File: src/rtl/instr_fetch_sequencer_pkg.sv
// rtl/instr_fetch_sequencer_pkg.sv - shared state encoding, reset PC, field positions and opcode set
package instr_fetch_sequencer_pkg;

    typedef enum logic [1:0] {
        ST_IDLE = 2'd0,
        ST_REQ  = 2'd1,
        ST_HOLD = 2'd2
    } fetch_state_e;

    localparam logic [31:0] RESET_PC_DEFAULT = 32'h0000_3000;

    localparam int OPCODE_LSB = 26;
    localparam int RS_LSB     = 21;
    localparam int RT_LSB     = 16;
    localparam int RD_LSB     = 11;
    localparam int SHAMT_LSB  = 6;
    localparam int FUNCT_LSB  = 0;
    localparam int IMM_LSB    = 0;

    localparam logic [5:0] OP_SPECIAL = 6'h00;
    localparam logic [5:0] OP_J       = 6'h02;
    localparam logic [5:0] OP_JAL     = 6'h03;
    localparam logic [5:0] OP_BEQ     = 6'h04;
    localparam logic [5:0] OP_BNE     = 6'h05;
    localparam logic [5:0] OP_ADDI    = 6'h08;
    localparam logic [5:0] OP_ADDIU   = 6'h09;
    localparam logic [5:0] OP_SLTI    = 6'h0A;
    localparam logic [5:0] OP_ANDI    = 6'h0C;
    localparam logic [5:0] OP_ORI     = 6'h0D;
    localparam logic [5:0] OP_LUI     = 6'h0F;
    localparam logic [5:0] OP_LW      = 6'h23;
    localparam logic [5:0] OP_SW      = 6'h2B;

    function automatic logic is_supported_op(input logic [5:0] op);
        case (op)
            OP_SPECIAL, OP_J, OP_JAL, OP_BEQ, OP_BNE, OP_ADDI, OP_ADDIU,
            OP_SLTI, OP_ANDI, OP_ORI, OP_LUI, OP_LW, OP_SW: return 1'b1;
            default: return 1'b0;
        endcase
    endfunction

endpackage

File: src/rtl/instr_fetch_sequencer_field_split.sv
// rtl/instr_fetch_sequencer_field_split.sv - combinational slicing of an instruction word into fields
module instr_field_split
    import instr_fetch_sequencer_pkg::*;
(
    input  logic [31:0] instr,
    output logic [5:0]  opcode,
    output logic [4:0]  rs,
    output logic [4:0]  rt,
    output logic [4:0]  rd,
    output logic [4:0]  shamt,
    output logic [5:0]  funct,
    output logic [15:0] immediate
);

    assign opcode    = instr[OPCODE_LSB +: 6];
    assign rs        = instr[RS_LSB +: 5];
    assign rt        = instr[RT_LSB +: 5];
    assign rd        = instr[RD_LSB +: 5];
    assign shamt     = instr[SHAMT_LSB +: 5];
    assign funct     = instr[FUNCT_LSB +: 6];
    assign immediate = instr[IMM_LSB +: 16];

endmodule

File: src/rtl/instr_fetch_sequencer.sv
// rtl/instr_fetch_sequencer.sv - single-outstanding instruction fetch FSM with redirect; optional ILLEGAL_OP_CHECK_EN
module instr_fetch_sequencer
    import instr_fetch_sequencer_pkg::*;
#(
    parameter logic [31:0] RESET_PC = RESET_PC_DEFAULT
) (
    input  logic        clk,
    input  logic        rst_n,
    output logic        imem_req,
    output logic [31:0] imem_addr,
    input  logic        imem_ack,
    input  logic [31:0] imem_rdata,
    input  logic        redirect_valid,
    input  logic [31:0] redirect_pc,
    output logic        out_valid,
    input  logic        out_ready,
    output logic [31:0] out_pc,
    output logic [31:0] out_instr,
    output logic [5:0]  opcode,
    output logic [4:0]  rs,
    output logic [4:0]  rt,
    output logic [4:0]  rd,
    output logic [4:0]  shamt,
    output logic [5:0]  funct,
    output logic [15:0] immediate,
    output logic [31:0] fetch_count,
    output logic        out_illegal
);

    fetch_state_e state_q, state_d;
    logic [31:0]  pc_q, pc_d;
    logic [31:0]  out_instr_q, out_instr_d;
    logic [31:0]  out_pc_q, out_pc_d;
    logic [31:0]  fetch_count_q, fetch_count_d;
    logic         capture;

    // A returned word is only kept when no redirect arrives alongside it.
    assign capture = (state_q == ST_REQ) && imem_ack && !redirect_valid;

    always_comb begin
        state_d       = state_q;
        pc_d          = pc_q;
        out_instr_d   = out_instr_q;
        out_pc_d      = out_pc_q;
        fetch_count_d = fetch_count_q;
        case (state_q)
            ST_IDLE: state_d = ST_REQ;
            ST_REQ: begin
                if (capture) begin
                    out_instr_d = imem_rdata;
                    out_pc_d    = pc_q;
                    state_d     = ST_HOLD;
                end
            end
            ST_HOLD: begin
                if (out_ready) begin
                    pc_d          = pc_q + 32'd4;
                    fetch_count_d = fetch_count_q + 32'd1;
                    state_d       = ST_REQ;
                end
            end
            default: state_d = ST_IDLE;
        endcase
        if (redirect_valid) begin
            pc_d    = {redirect_pc[31:2], 2'b00};
            state_d = ST_REQ;
        end
    end

    always_ff @(posedge clk) begin
        if (!rst_n) begin
            state_q       <= ST_IDLE;
            pc_q          <= {RESET_PC[31:2], 2'b00};
            out_instr_q   <= 32'd0;
            out_pc_q      <= 32'd0;
            fetch_count_q <= 32'd0;
        end else begin
            state_q       <= state_d;
            pc_q          <= pc_d;
            out_instr_q   <= out_instr_d;
            out_pc_q      <= out_pc_d;
            fetch_count_q <= fetch_count_d;
        end
    end

    assign imem_req    = (state_q == ST_REQ);
    assign imem_addr   = {pc_q[31:2], 2'b00};
    assign out_valid   = (state_q == ST_HOLD);
    assign out_pc      = out_pc_q;
    assign out_instr   = out_instr_q;
    assign fetch_count = fetch_count_q;

`ifdef ILLEGAL_OP_CHECK_EN
    logic illegal_q, illegal_d;

    always_comb begin
        illegal_d = illegal_q;
        if (capture) begin
            illegal_d = !is_supported_op(imem_rdata[OPCODE_LSB +: 6]);
        end
    end

    always_ff @(posedge clk) begin
        if (!rst_n) begin
            illegal_q <= 1'b0;
        end else begin
            illegal_q <= illegal_d;
        end
    end

    assign out_illegal = illegal_q && out_valid;
`else
    assign out_illegal = 1'b0;
`endif

    instr_field_split u_field_split (
        .instr     (out_instr_q),
        .opcode    (opcode),
        .rs        (rs),
        .rt        (rt),
        .rd        (rd),
        .shamt     (shamt),
        .funct     (funct),
        .immediate (immediate)
    );

endmodule
File: config.mk
export PLATFORM = sky130hd
export DESIGN_NAME = instr_fetch_sequencer
export DESIGN_NICKNAME = d
export VERILOG_FILES = /design/src/rtl/instr_fetch_sequencer_pkg.sv /design/src/rtl/instr_fetch_sequencer_field_split.sv /design/src/rtl/instr_fetch_sequencer.sv
export SDC_FILE = /design/constraint.sdc
export NUM_CORES = 1
export LEC_CHECK = 0
export ABC_AREA = 1
export BUFFER_PORTS_ARGS = -buffer_cell sky130_fd_sc_hd__buf_4
export CAP_MARGIN = 20
export CORE_MARGIN = 1
export CORE_UTILIZATION = 49
export CTS_CLUSTER_DIAMETER = 150
export DETAILED_ROUTE_END_ITERATION = 6
export HOLD_SLACK_MARGIN = 0.06
export PLACE_DENSITY = 0.77
export SETUP_SLACK_MARGIN = 0.2
export SLEW_MARGIN = 20
export SYNTH_ARGS = -nofsm -noshare
export SYNTH_HDL_FRONTEND = slang
export SYNTH_HIERARCHICAL = 1
export SYNTH_SLANG_ARGS = --single-unit
File: constraint.sdc
create_clock -name clk -period 2.03 [get_ports clk]
set_input_delay 0.609 -clock clk [delete_from_list [all_inputs] [get_ports clk]]
set_output_delay 0.609 -clock clk [all_outputs]
set_load 0.02 [all_outputs]
# Word level (Yosys, flattened, before mapping)
# Index checks and enable logic that the tools add are counted.
[totals] reg_bits=130 latch_bits=0 mem_bits_rw=0 rom_bits=0 inputBits=69 output_inout_bits=179 word_cells=35 mem_count=0
[op_classes] n_addsub=2 mul=0 n_div=0 magnitude_cmp=0 eq_ne=6 shift=0 mux=7 bitwise=1 n_reduce_logical=12
[op_table] op="32-bit 2-to-1 mux" count=3
[op_table] op="32-bit by 1-bit adder with 32-bit output, second input constant" count=1
[op_table] op="32-bit by 3-bit adder with 32-bit output, second input constant" count=1
[op_table] op="2-bit AND reduction" count=5
[op_table] op="2-bit case mux with 3 select lines" count=1
[op_table] op="2-bit 2-to-1 mux" count=2
[op_table] op="2-bit by 1-bit != test with 1-bit output, second input constant" count=2
[op_table] op="2-bit nonzero test" count=2
[op_table] op="3-bit by 1-bit != test with 1-bit output, second input constant" count=1
[op_table] op="3-bit by 2-bit != test with 1-bit output, second input constant" count=1
[op_table] op="2-bit by 1-bit equality test with 1-bit output, second input constant" count=1
[op_table] op="2-bit equality test, second input constant" count=1
[op_table] op="1-bit logical AND" count=2
[op_table] op="2-bit logical NOT" count=1
[op_table] op="2-bit OR reduction" count=1
[op_table] op="1-bit logical NOT" count=1
[op_table] op="1-bit 2-to-1 mux" count=1
[op_table] op="1-bit inverter" count=1

# Logic depth before layout (Yosys ltp)
[logic_depth] ltp_word=6 ltp_mapped=11 mapped_depth_nobuf=11

# Cells and area by module
# Netlist, hierarchy kept.
[by_module_without_submodules] mod="instr_fetch_sequencer" instances=1 cells_per_inst=892 area_each_um2=6020.8 seq_area_each_um2=2522.4
[by_module_without_submodules] mod="instr_field_split" instances=1 cells_per_inst=48 area_each_um2=360.3 seq_area_each_um2=0.0

# Least setup slack after synthesis
# No wires, ideal clock.
[synth_path] path_type="reg-to-reg" start="reg pc_q[2]" end="reg pc_q[24]" setup_time_ps=127 t_arrival_ps=1504 required_ps=1903 slack_ps=399 stages_incl_launch_ff=11 path_cell_list="dfxtp_1 > ha_1 > nand2_1 > nor2_2 > nand2_1 > nor2_1 > nand2_1 > nor2_1 > nand2_1 > nand2_1 > a21oi_1"
[synth_between] elab_chain_len=4
[synth_lines] item="start: declaration" line="instr_fetch_sequencer.sv:31" text="logic [31:0] pc_q, pc_d;"
[synth_lines] item="start signal: assignment" line="instr_fetch_sequencer.sv:73" text="pc_q <= {RESET_PC[31:2], 2'b00};"
[synth_lines] item="start signal: assignment" line="instr_fetch_sequencer.sv:79" text="pc_q <= pc_d;"
[synth_lines] item="32-bit by 3-bit adder with 32-bit output" line="instr_fetch_sequencer.sv:57" text="pc_d = pc_q + 32'd4;"
[synth_lines] item="32-bit 2-to-1 mux" line="instr_fetch_sequencer.sv:56" text="if (out_ready) begin"
[synth_lines] item="32-bit 2-to-1 mux" line="instr_fetch_sequencer.sv:46" text="case (state_q)"
[synth_lines] item="32-bit 2-to-1 mux" line="instr_fetch_sequencer.sv:64" text="if (redirect_valid) begin"
# No other way between the ends. The select of a mux whose other input is x is not followed.
# A chain may end at the register's enable or synchronous reset.

# Worst setup path after layout
[layout_path] start="reg pc_q[20]" end="out imem_addr[20]"
[layout_rtl] item="end: declaration" line="instr_fetch_sequencer.sv:10" text="output logic [31:0] imem_addr,"
# No word-level cell between the ends.

==> impl_metrics.tcl <==
set metrics [dict create \
    status "finished, final reports clean" \
    synth_warnings 6 \
    crit_end "imem_addr[20]" \
    synth_enable_flop_cells 0 \
    p_sw_frac 0.252 \
    synth_most_common_cell "nor2_1" \
    dieArea_um2 13500 \
    drive_gt1_frac 0.276 \
    leakage_uw 0.00384 \
    clockPowerShare 0.471 \
    whs_ns 0.435 \
    ys_top_cells_by_count "nor2_1, nand2_1, dfxtp_1" \
    final_util 0.680 \
    yosysTopAreaCell "dfxtp_1" \
    htreeDepth 4 \
    r2r-end "pc_q[15]$_SDFFE_PN0P_" \
    synth_area_leaders "dfxtp_1, nor2_1, nand2_1" \
    clock-sinks 126 \
    path_clk_slew_ns 0.05 \
    place.gp.congestion 0.949 \
    grt_pass1_wl_um 28900 \
    grt_util_all_layers 0.277 \
    cts.path.max_buffers 2 \
    wl_um 18700 \
    fillCellCount 1160 \
    post_cts_buffers 0 \
    synth_seq_cells 126 \
    timing.rr.start "pc_q[12]$_SDFFE_PN1P_" \
    hp-class "in -> reg" \
    drv_slew 0 \
    crit_required_ns 1.42 \
    rsz0062_at_grt "false" \
    rrSetupSlack_ns 0.33 \
    total_power_uw 6680 \
    tns_ns 0 \
    core_um2 12700 \
    cp-end-kind "output pin" \
    ios 248 \
    cp_max_fo 7 \
    cts-root-buf "clkbuf_16" \
    fmax_mhz 572 \
    async_reset_ff_frac 0 \
    crit_path_max_incr_delay_ns 0.51 \
    start_util 0.504 \
    combPwrFrac 0.127 \
    path_buf_inv 1 \
    grt_max_degree 81 \
    fin_crit_ns 1.75 \
    yosys.cell_types.count 39 \
    nets 1199 \
    die_h_um 116 \
    ant_nets 0 \
    internal_power_uw 5000 \
    die_w_um 116 \
    clock-skew-final_ns 0.00637 \
    netlist_instances 940 \
    io_buffers 240 \
    viasPerCell 5.05 \
    post-route-period-util 0.861 \
    crit_slowest_cell "dfxtp_1" \
    drt_iter0_drc 462 \
    seq_area_frac_synth 0.395 \
    drcViolationCount 0 \
    crit_start "pc_q[20]$_SDFFE_PN0P_" \
    syn_area_um2 6380 \
    cts_tree "built" \
    n_antenna_cell 0 \
    area_growth_pct 35.0 \
    arrival_ns 1.14 \
    dp_hpwl_um 13500 \
    hold_violations 0 \
    cp-start-kind "flip-flop" \
    numCtsBuffers 17 \
    worst_path_dominant_cell_family "flip-flops" \
    wl_per_cell_um 14.2 \
    grt_overflow 0 \
    synth_top_area_share 0.395 \
    firstDrtPassIters 6 \
    cap_violations 0 \
    power-per-cell-area_nw_per_um2 775 \
    clkLatencyLatePin_ns 0.42 \
    worst-path-stages 1 \
    vias 6625 \
    switchingPower_uw 1680 \
    synth_ff_type "dfxtp_1" \
    synth.avg_cell_area_um2 6.79 \
    finalSetupViolations 0 \
    grt_pass1_vias 5874 \
    peakVddDrop_mv 0.648 \
    antenna_found_initial 0 \
    criticalPathCategory "reg -> out" \
    num_rows 41 \
    r2r_cells 7 \
    cp_cell_sequence "buf_4" \
    power_frac_seq 0.402 \
]
## layout by cell type (no fill, tap or decap), types with 3 or more instances in the layout
master / netlist / layout
conb_1: 1 / 5
clkbuf_8: 0 / 4
nor2_1: 186 / 185
nor3_1: 3 / 3
a21oi_1: 61 / 61
buf_4: 58 / 249
clkbuf_16: 0 / 17
a31oi_1: 5 / 5
inv_1: 79 / 78
nand3_1: 44 / 44
clkinv_2: 0 / 3
buf_12: 0 / 3
dfxtp_1: 126 / 124
o211ai_1: 3 / 3
nor2_4: 3 / 5
xor2_1: 14 / 14
clkinvlp_4: 0 / 4
nand2_2: 3 / 4
bufinv_16: 0 / 3
inv_2: 6 / 7
nor2_2: 9 / 8
o21ai_0: 93 / 93
nand4_1: 8 / 8
nand2_1: 183 / 182
## through the flow
stage	instance area (um^2)	setup WS, ns	instances
final	8620	0.282	1313
after global routing	8620	0.208	1313
after CTS	8600	0.285	1313
after detailed placement	7980	0.125	1281
after global placement	7980	0.140	1281
after floorplan	6400	0.399	944
## final cells by class
cell class | count | area [um^2] | area share
sequential | 126 | 2520 | 0.293
clock buffer | 22 | 484 | 0.0562
timing repair buffer | 252 | 1930 | 0.224
tap | 172 | 215 | 0.0250
multi-input combinational | 646 | 3010 | 0.349
clock inverter | 10 | 135 | 0.0157
inverter | 85 | 319 | 0.0370
## worst min-delay path by stage
stage,startpoint,end,slack (ns),cells past startpoint
3_5_place_dp,out_pc[30]$_SDFFE_PN0P_,out_pc[30]$_SDFFE_PN0P_,0.47,2
6_report,redirect_pc[12],pc_q[12]$_SDFFE_PN1P_,0.44,3
2_1_floorplan,fetch_count[8]$_SDFFE_PN0P_,fetch_count[8]$_SDFFE_PN0P_,0.55,1
5_1_grt,redirect_pc[12],pc_q[12]$_SDFFE_PN1P_,0.44,3
4_1_cts,redirect_pc[12],pc_q[12]$_SDFFE_PN1P_,0.43,3
3_3_place_gp,out_pc[3]$_SDFFE_PN0P_,out_pc[3]$_SDFFE_PN0P_,0.46,2
## flip-flops by register name, summed over array words and instances, names as in the netlist
name	cells
fetch_count	32
out_instr	32
out_pc	30
pc_q	30
state_q	2
## what timing repair did
| item | in CTS | in global routing |
|---|---|---|
| gates resized for setup | 0 | 6 |
| setup endpoints to repair | 0 | 6 |
| hold buffers | 0 | 0 |
## routing by layer
metal  part of all wire  GRT usage  vias up
met5                  0          0        -
met4              0.021     0.0991        0
met3              0.084     0.0815       31
met2               0.47      0.470      274
met1               0.42      0.334     2994
li1                   -          -     3326
## power groups by stage
stage | Clock (uW) | Combinational [uW] | Sequential [uW]
final | 3140 | 847 | 2680
after global routing | 3320 | 920 | 2700
after CTS | 3170 | 850 | 2680
after detailed placement | 0 | 846 | 2730
after global placement | 0 | 838 | 2730
after floorplan | 0 | 399 | 2830
## cell families after synthesis
logic type / after synthesis / share of synthesized area
buffers and inverters: 172 / 0.138
adders and majority gates: 2 / 0.00392
other: 1 / 0.000588
DFF: 126 / 0.395
AOI/OAI and AO/OA: 170 / 0.139
xor gates and xnor gates: 16 / 0.0220
and+or+nand+nor: 453 / 0.301
Power figures use the tool's default switching activity.
